`src/rtl/color_interpolator_arbiter.sv`:
```
// Round-robin arbiter sharing one pipelined color interpolator between two
// requesters; a tag pipeline routes each result back to its owner.
module color_interpolator_arbiter #(
    parameter  int SUB_PIXEL_WIDTH = 8,
    parameter  int IP_LATENCY      = 2,
    localparam int PIXEL_WIDTH     = 4 * SUB_PIXEL_WIDTH
) (
    input  logic                   aclk,
    input  logic                   reset,

    input  logic                   s0_valid,
    output logic                   s0_ready,
    input  logic [15:0]            s0_intensity,
    input  logic [PIXEL_WIDTH-1:0] s0_colorA,
    input  logic [PIXEL_WIDTH-1:0] s0_colorB,

    input  logic                   s1_valid,
    output logic                   s1_ready,
    input  logic [15:0]            s1_intensity,
    input  logic [PIXEL_WIDTH-1:0] s1_colorA,
    input  logic [PIXEL_WIDTH-1:0] s1_colorB,

    output logic                   m0_valid,
    input  logic                   m0_ready,
    output logic [PIXEL_WIDTH-1:0] m0_color,

    output logic                   m1_valid,
    input  logic                   m1_ready,
    output logic [PIXEL_WIDTH-1:0] m1_color,

    output logic                   ip_ce,
    output logic [15:0]            ip_intensity,
    output logic [PIXEL_WIDTH-1:0] ip_colorA,
    output logic [PIXEL_WIDTH-1:0] ip_colorB,
    input  logic [PIXEL_WIDTH-1:0] ip_mixedColor
);

    logic [IP_LATENCY:1] vld_q, vld_d;
    logic [IP_LATENCY:1] tag_q, tag_d;
    logic                rr_ptr_q, rr_ptr_d;

    logic head_vld;
    logic head_tag;
    logic head_ready;
    logic stall;
    logic grant_valid;
    logic grant_id;

    always_ff @(posedge aclk or posedge reset) begin
        if (reset) begin
            vld_q    <= '0;
            tag_q    <= '0;
            rr_ptr_q <= 1'b0;
        end else begin
            vld_q    <= vld_d;
            tag_q    <= tag_d;
            rr_ptr_q <= rr_ptr_d;
        end
    end

    // A blocked head freezes the whole pipe, including the interpolator.
    always_comb begin
        head_vld   = vld_q[IP_LATENCY];
        head_tag   = tag_q[IP_LATENCY];
        head_ready = head_tag ? m1_ready : m0_ready;
        stall      = head_vld && !head_ready;
        ip_ce      = !stall;
    end

    always_comb begin
        grant_valid = s0_valid || s1_valid;
        if (s0_valid && s1_valid) begin
            grant_id = rr_ptr_q;
        end else begin
            grant_id = s1_valid;
        end
    end

    always_comb begin
        s0_ready = !stall && !reset && grant_valid && !grant_id;
        s1_ready = !stall && !reset && grant_valid &&  grant_id;
    end

    always_comb begin
        if (grant_valid && grant_id) begin
            ip_intensity = s1_intensity;
            ip_colorA    = s1_colorA;
            ip_colorB    = s1_colorB;
        end else begin
            ip_intensity = s0_intensity;
            ip_colorA    = s0_colorA;
            ip_colorB    = s0_colorB;
        end
    end

    always_comb begin
        vld_d    = vld_q;
        tag_d    = tag_q;
        rr_ptr_d = rr_ptr_q;
        if (ip_ce) begin
            vld_d[1] = grant_valid;
            tag_d[1] = grant_id;
            for (int k = 2; k <= IP_LATENCY; k++) begin
                vld_d[k] = vld_q[k-1];
                tag_d[k] = tag_q[k-1];
            end
            if (grant_valid) begin
                rr_ptr_d = ~grant_id;
            end
        end
    end

    always_comb begin
        m0_valid = head_vld && !head_tag;
        m1_valid = head_vld &&  head_tag;
        m0_color = ip_mixedColor;
        m1_color = ip_mixedColor;
    end

endmodule

```
`config.mk`:
```
export PLATFORM = sky130hd
export DESIGN_NAME = color_interpolator_arbiter
export DESIGN_NICKNAME = d
export VERILOG_FILES = /design/src/rtl/color_interpolator_arbiter.sv
export SDC_FILE = /design/constraint.sdc
export NUM_CORES = 1
export LEC_CHECK = 0
export CAP_MARGIN = 20
export CORE_AREA = 5 5 132 134
export DETAILED_ROUTE_END_ITERATION = 8
export DIE_AREA = 0 0 137 139
export PLACE_DENSITY = 0.66
export SETUP_SLACK_MARGIN = 0.1
export SYNTH_ARGS = -nofsm -noshare
export SYNTH_HDL_FRONTEND = slang
export SYNTH_SLANG_ARGS = --single-unit
```
`constraint.sdc`:
```
create_clock -name aclk -period 1.4 [get_ports aclk]
set_input_delay 0.21 -clock aclk [delete_from_list [all_inputs] [get_ports aclk]]
set_output_delay 0.21 -clock aclk [all_outputs]
set_load 0.005 [all_outputs]
```
==> out/results.txt, run 1 <==
The sequential element share of the synthesized area is 0.06042. For the filler cell count in the final layout, the log shows 1636. In the synthesized netlist, the number of instances is 182. The largest single stage delay on the critical path is 0.39 ns.

For the final hold violation count, the log shows 0. The run finished, with violations left. The detailed-route DRC error count was 0. The die area came out at 19040 um^2. The checks that failed: setup timing.

The row count is 47, and the count of unique library cells instantiated by Yosys is 24. Setup repair after global routing could not meet its margin everywhere. The number of antenna violations at the first check in global routing came out at 1.

Cell type group with the largest total delay on the critical path: buffers and inverters. By area the synthesized netlist is led by mux2_4 49%, buf_4 23%, mux2_2 7.1%. The type of the tightest min-delay check was in2async. The switching part of the total power was 0.2907; the boundary pin count was 347. The routability congestion estimate from global placement is 0.9017, and the share of final-layout standard cells stronger than drive strength 1 is 0.5585.

The tools report the total vias in the final route as 2238. Setup slack on the worst reg-to-reg path comes out at -0.08 ns. The number of buffers between clock root and the deepest sink was 2; the clock latency at the later pin of the worst-skew pair was 0.23 ns. Walking the worst path, the cells encountered are nand2b_4, buf_6, nand2_8, buf_8, buf_6, buf_6, mux2_4, buf_6. The tools report the root cell of the clock tree as clkbuf_16. The placeable core region was 16170 um^2; the leakage power was 0.002309 uW. The sequential power share was 0.063; the clock period minus worst slack was 1.989 ns. The run gives 48 as the number of design-rule violations left by the first detailed-router iteration.

Relative to the synthesized area, the layout overhead comes to 134.7%. The antenna violation net count after detailed routing was 0. Dividing the detail-routed via count by the number of cells gives 3.497.

After the last flow step, the layout net total stands at 618. The count of final max-slew check failures is 0, and the overall fraction of global-route tracks in use is 0.1071. The critical path is of the reg2out type.

The max-cap violation count was 0; the worst endpoint required time was 1.19 ns. Before antenna repair, the detailed router went through 4 iterations. The die is 137 um wide.

The run gives 9483 um as the HPWL after detailed placement. The power density of the placed cells was 772.6 nW/um^2. Overflow left after global routing: 0. The synthesized design contains 0 enable-type register cells.

The startpoint type of the worst setup path is a register. On the final layout, the worst clock skew is 0.0006250 ns. TritonCTS built the clock tree. The biggest area contributor in the post-synthesis netlist is mux2_4.

The proportion of power drawn by the clock network was 0.126. The worst setup path is captured at a primary output. At the pin with the least slew margin, the transition time is 0.4486 ns.

In this run the mean area of a mapped cell was 11.38 um^2. The number of buffer and inverter stages on the critical path was 5. The number of global-route vias before repair was 2513. The slowest stage of the critical path belongs to the cell dfrtp_1.

The share of flip-flops with an asynchronous set or reset came out at 1.000. The final wirelength is 11430 um, and the number of synthesis warnings is 0. The most common flop cell mapped by yosys is dfrtp_1.

From bottom edge to top edge, the die measures 139 um. The maximum fanout along the worst path is 6, and the relative slew slack is 0.6998. The run gives 2664 uW as the internal power consumption. The total power after layout was 3756 uW. The average detailed-routed wire length per instance is 17.85 um, and the clock sink count is 5.

The largest net degree at the start of global routing is 14. Library cell appearing most often on the critical path: buf_6. Adding up every negative setup slack in the final design gives -38.99 ns. The run gives 2071 um^2 as the netlist area before placement. The share of the synthesized area in the top cell type works out to 0.4858. The first global-routing pass estimated 15530 um of wire. The port buffer count is 250, and the period utilization is 1.421. The tools report the share of the core filled with cells in the final layout as 0.3006. Setup violations remaining at the end of the flow were counted as 84.

The most used standard cell by instance count after synthesis was mux2_4. Combinational share of power: 0.811. After synthesis, the most frequently instantiated cells are 67 x mux2_4, 64 x buf_4, 13 x mux2_2.

For this design the total switching power over the nets is 1092 uW. The effective utilization at floorplan is 0.1280. The logs give 1 for the H-tree depth and 380 for the total nets after synthesis. The worst-case IR drop observed on VDD is 0.3059 mV.

Timing would allow up to 502.7 MHz. Synthesis inferred 5 register bits. The data arrival at the endpoint of the critical path came out at 1.78 ns. Clock-pin slew was measured on the worst setup and hold paths at 0.03 ns. The logs give -0.5894 ns for the least setup slack across all paths after layout and 3 for the total clock buffers created by CTS.
==> layout by cell type, fill, tap and decap left out, types with 2 or more instances in the layout <==
cell               n
buf_12             6
clkbuf_2          47
buf_8              4
buf_2              4
clkbuf_16          5
dfrtp_1            5
mux2_4            77
inv_1              4
nor2_1             2
buf_6             61
buf_4             15
mux2_2             3
a21oi_1            2
nand2_8            2
dlygate4sd2_1      4
clkdlybuf4s50_1  161
==> path summary, 6_finish.rpt <==
check                                  start            end  depth (start not counted)
setup / recovery                    rr_ptr_q  ip_colorA[19]                          8
hold / removal                         reset       vld_q[2]                          2
hold reg to reg                     vld_q[1]       vld_q[2]                          2
setup reg to reg                    tag_q[2]       vld_q[1]                          8
max in group asynchronous              reset       tag_q[2]                          2
min in group aclk          ip_mixedColor[17]   m0_color[17]                          0
==> per-layer routing <==
| metal | track usage | vias to the layer above | routed length [um] |
|---|---|---|---|
| met5 | 0 | - | 0 |
| met4 | 0.02574 | 0 | 75 |
| met3 | 0.03592 | 6 | 1364 |
| met2 | 0.2117 | 180 | 6216 |
| met1 | 0.1042 | 1013 | 3771 |
| li1 | - | 1039 | - |
==> power by group through the flow <==
stage	Combinational, uW	Clock (uW)	Sequential (uW)
floorplan	1290	0	232
global placement	2450	0	234
detailed placement	2490	0	233
CTS	2940	479	235
global route	3230	485	244
finish	3050	472	238
==> per-stage QoR <==
stage	worst slack [ns]	instances	instance area (um^2)	hold slack [ns]
6_report	-0.5894	640	4861	0.3792
3_5_place_dp	-0.9169	598	4367	0.4201
4_1_cts	-0.7818	632	4871	0.3254
3_3_place_gp	-0.8613	598	4367	0.4201
2_1_floorplan	0.03943	182	2074	-0.01148
5_1_grt	-0.6498	640	4861	0.4200
==> final cells by class <==
type / instances / area, um^2 / share of cell area
timing repair buffer: 305 / 2959 / 0.6088
multi-input combinational: 100 / 1399 / 0.2878
tap: 220 / 275.3 / 0.05663
sequential: 5 / 125.1 / 0.02574
clock buffer: 4 / 78.83 / 0.01622
inverter: 5 / 21.27 / 0.004376
antenna: 1 / 2.502 / 0.0005148
==> what timing repair did <==
action                                  in CTS  in global routing
endpoints found under the setup margin      86                 89
resized for setup                          243                133
pin swaps                                    2                  5
hold buffers                                 0                  0
setup buffers                               28                 20
cloned                                       2                  2
==> sequential cells by signal, indices dropped and copies added, names as in the netlist <==
| register | flops |
|---|---|
| rr_ptr_q | 1 |
| tag_q | 2 |
| vld_q | 2 |
==> kinds of logic after synthesis <==
logic type | after synthesis | synth area share
compound gates | 5 | 0.01390
buf+inv | 78 | 0.3166
flops | 5 | 0.06042
mux | 82 | 0.5662
simple gates | 12 | 0.04290
No activity file was read; power rests on OpenSTA's default activity.
==> run 2, diff against run 1 <==
Settings changed: CELL_PAD_IN_SITES_DETAIL_PLACEMENT set to 1, CELL_PAD_IN_SITES_GLOBAL_PLACEMENT set to 1, CORE_AREA 5 5 132 134 to unset, CORE_MARGIN set to 5, CORE_UTILIZATION set to 12, DIE_AREA 0 0 137 139 to unset, PLACE_DENSITY 0.66 to 0.89.
==> run 2 against run 1 <==
- the flow still finishes with violations (setup timing)
- register-to-register slack improved by 0.22 ns
- clock skew up 0.00066 ns
- sequential power is 3% lower
- cell count up 0.47%
- wire length fell by 7.8%
- worst hold slack worse by 0.030 ns
- power decreased by 3.2%
- critical path depth down 1
- design area is 1.1% lower
- global-route usage shrank 2.3 points
- sequential share of layout area about the same
- non-clock buffer count did not move
- largest cell class unchanged
==> out/results.txt, run 2 (synthesis gave the netlist of run 1 again) <==
Average via count per standard cell: 3.549 (+1.5%). The type of the worst setup path is reg2out. The tools report the final wirelength as 10540 um (-7.8%). The count of final max-slew check failures is 0 (unchanged), and the maximum fanout along the worst path is 6 (unchanged).

The transition time at the pin with the least slew margin came out at 0.4229 ns (-0.02570 ns). The tools report the peak clock frequency supported by timing as 518.2 MHz (+3.1%). The clock sink count was 5 (unchanged); the leakage power was 0.002327 uW (+0.80%). The clock-pin slew of the registers on the worst-case setup and hold paths is 0.03 ns (about the same).

The port buffer count was 250 (unchanged); the average detailed-routed wire length per instance was 16.39 um (-8.2%). STA classifies the critical path startpoint as a register. For the routability congestion estimate from global placement, the log shows 0.7970 (-12%).

The cell with the largest stage delay on the worst path is dfrtp_1. The boundary pin count was 347 (unchanged); the overall fraction of global-route tracks in use was 0.08401 (-0.02311). The worst clock skew on the final layout was 0.001286 ns (+0.0006612 ns). The largest net degree at the start of global routing is 32 (+18), and the global-route wire length before repair is 13210 um (-15%).

The die area is 19980 um^2 (+4.9%), and the share of the core filled with cells in the final layout is 0.2810 (-0.01959). The run gives 1 (unchanged) as the H-tree depth. The tools report the final setup violation count as 83 (-1.2%). The register area is 125.1 um^2 (unchanged). The number of buffers between clock root and the deepest sink was 2 (unchanged); the row count was 48 (+2.1%).

The filler cell count in the final layout was 1961 (+20%); the share of final-layout standard cells stronger than drive strength 1 was 0.5383 (-0.02020). The die extent in x was 141.4 um (+3.2%); the detailed-route DRC error count was 0 (unchanged). The number of design-rule violations left by the first detailed-router iteration is 24 (-50%), and the count of TritonRoute iterations in the first routing pass is 4 (unchanged). The number of antenna violations at the first check in global routing was 0 (-1); the worst vdd rail ir drop was 0.3049 mV (-0.35%).

The power density of the placed cells is 755.7 nW/um^2 (-2.2%), and the total number of nets in the final design is 617 (-0.16%). For the effective utilization at floorplan, the log shows 0.1210 (-0.007067). The library cells used most frequently in the layout, excluding fill and tap cells, are 162 x clkdlybuf4s50_1, 76 x mux2_4, 56 x clkbuf_2.

TritonCTS built the clock tree. The number of global-route vias before repair was 2367 (-5.8%); the HPWL after detailed placement was 8589 um (-9.4%). The overflow left after global routing was 0 (unchanged); the total clock buffers created by CTS was 3 (unchanged). The root cell of the clock tree was clkbuf_16. The clock period minus worst slack is 1.930 ns (-0.05950 ns). The run finished, with violations left. The max-cap violation count came out at 0 (unchanged). The data arrival at the endpoint of the critical path came out at 1.72 ns (-0.06 ns).

The number of buffer and inverter stages on the critical path was 4 (-1); the multi-input gate area in the final layout was 1365 um^2 (-2.4%). The leading cell type in the layout, fill and taps excluded is clkdlybuf4s50_1. Placeable core region: 17120 um^2 (+5.8%). The logs give -35.83 ns (+3.154 ns) for the summed negative setup slack over all endpoints and 0 (unchanged) for the final hold violation count. The number of antenna cells inserted was 0 (-1). The signal on the critical path passes through nand2b_4, nand2_8, clkbuf_16, buf_8, clkbuf_16, mux2_4, clkbuf_2.

The critical path capture point type is a primary output. Type of the tightest min-delay check: in2async. For the post-placement worst setup slack, the log shows -0.8047 ns (+0.1122 ns). For the final cell area excluding filler cells, the log shows 4810 um^2 (-1.1%). The logs give 2282 (+2.0%) for the total vias in the final route and 0.7170 (+0.01720) for the relative slew slack. The library cell appearing most often on the critical path is clkbuf_16. The largest registers in the layout are tag_q (2), vld_q (2), rr_ptr_q (1). Relative to the synthesized area, the layout overhead comes to 132.3%. The count of hold buffers inserted by post-cts repair was 0 (unchanged). Least setup slack across all paths after layout: -0.5299 ns (+0.05950 ns).

Broken down by cell family, the worst path's largest delay share belongs to buffers and inverters. The final reports fail on setup timing. The smallest hold slack was 0.3492 ns (-0.02999 ns). Setup repair after global routing could not meet its margin everywhere. The cell area after placement came out at 4428 um^2 (+1.4%). The tools report the worst endpoint required time as 1.19 ns (about the same). The vertical extent of the die is 141.4 um (+1.7%), and the delay contributed by the slowest stage of the critical path is 0.37 ns (-0.02 ns). The period utilization is 1.378 (-0.04250). The run gives 0 (unchanged) as the antenna violation net count after detailed routing. Clock latency at the later pin of the worst-skew pair: 0.23 ns (about the same).
run 2: cell types whose count changed in the layout (fill, tap and decap cells not counted), moves of 2 or more:
cell,delta
clkbuf_16,+2
buf_8,+4
buf_4,+2
clkbuf_2,+9
dlymetal6s2s_1,+6
buf_6,-22
run 2: power breakdown:
part / internal (uW) / switching, uW / leakage, uW
clock network: 378 / 95.1 / 0.0000382
logic: 2020 / 914 / 0.00223
registers: 199 / 31.9 / 0.0000577
total: 2590 / 1040 / 0.00233
run 2: final timing paths:
path                                    from       endpoint  slack (ns)  cells after the start
max                                 rr_ptr_q  ip_colorB[20]       -0.53                      7
min                                    reset       rr_ptr_q        0.35                      2
max reg2reg                         rr_ptr_q       tag_q[1]        0.14                      6
min reg2reg                         vld_q[1]       vld_q[2]        0.44                      2
max in group asynchronous              reset       tag_q[1]        0.88                      2
min in group aclk          ip_mixedColor[23]   m0_color[23]        0.42                      0
run 2: worst register-to-register path, delay by kind of cell, from the launching register on:
kind            cells  cell delay, ns
compound gates      1            0.12
buf+inv             3            0.48
flops               1            0.34
simple gates        2            0.26
run 2: timing repair:
item | in CTS | in global routing
buffers inserted | 0 | 29
setup endpoints to repair | 85 | 84
gates cloned | 0 | 4
gates resized for setup | 87 | 217
pin swaps | 1 | 2
run 2: area by class of cell:
class	instances	share of cell area
Sequential cell	5	0.02601
Tap cell	225	0.05853
Timing Repair Buffer	305	0.6108
Inverter	5	0.004422
Multi-Input combinational cell	99	0.2838
Clock buffer	4	0.01639
run 2: through the flow:
step | power [uW] | std cells
global route | 3857 | 643
floorplan | 1526 | 182
global placement | 2733 | 607
CTS | 3145 | 611
detailed placement | 2787 | 607
finish | 3635 | 643
run 2: metal layers:
| layer | global-route usage | routed length [um] |
|---|---|---|
| met1 | 0.08187 | 3598 |
| met2 | 0.1580 | 5310 |
| met3 | 0.04213 | 1487 |
| met4 | 0.01938 | 140 |
| met5 | 0 | 0 |
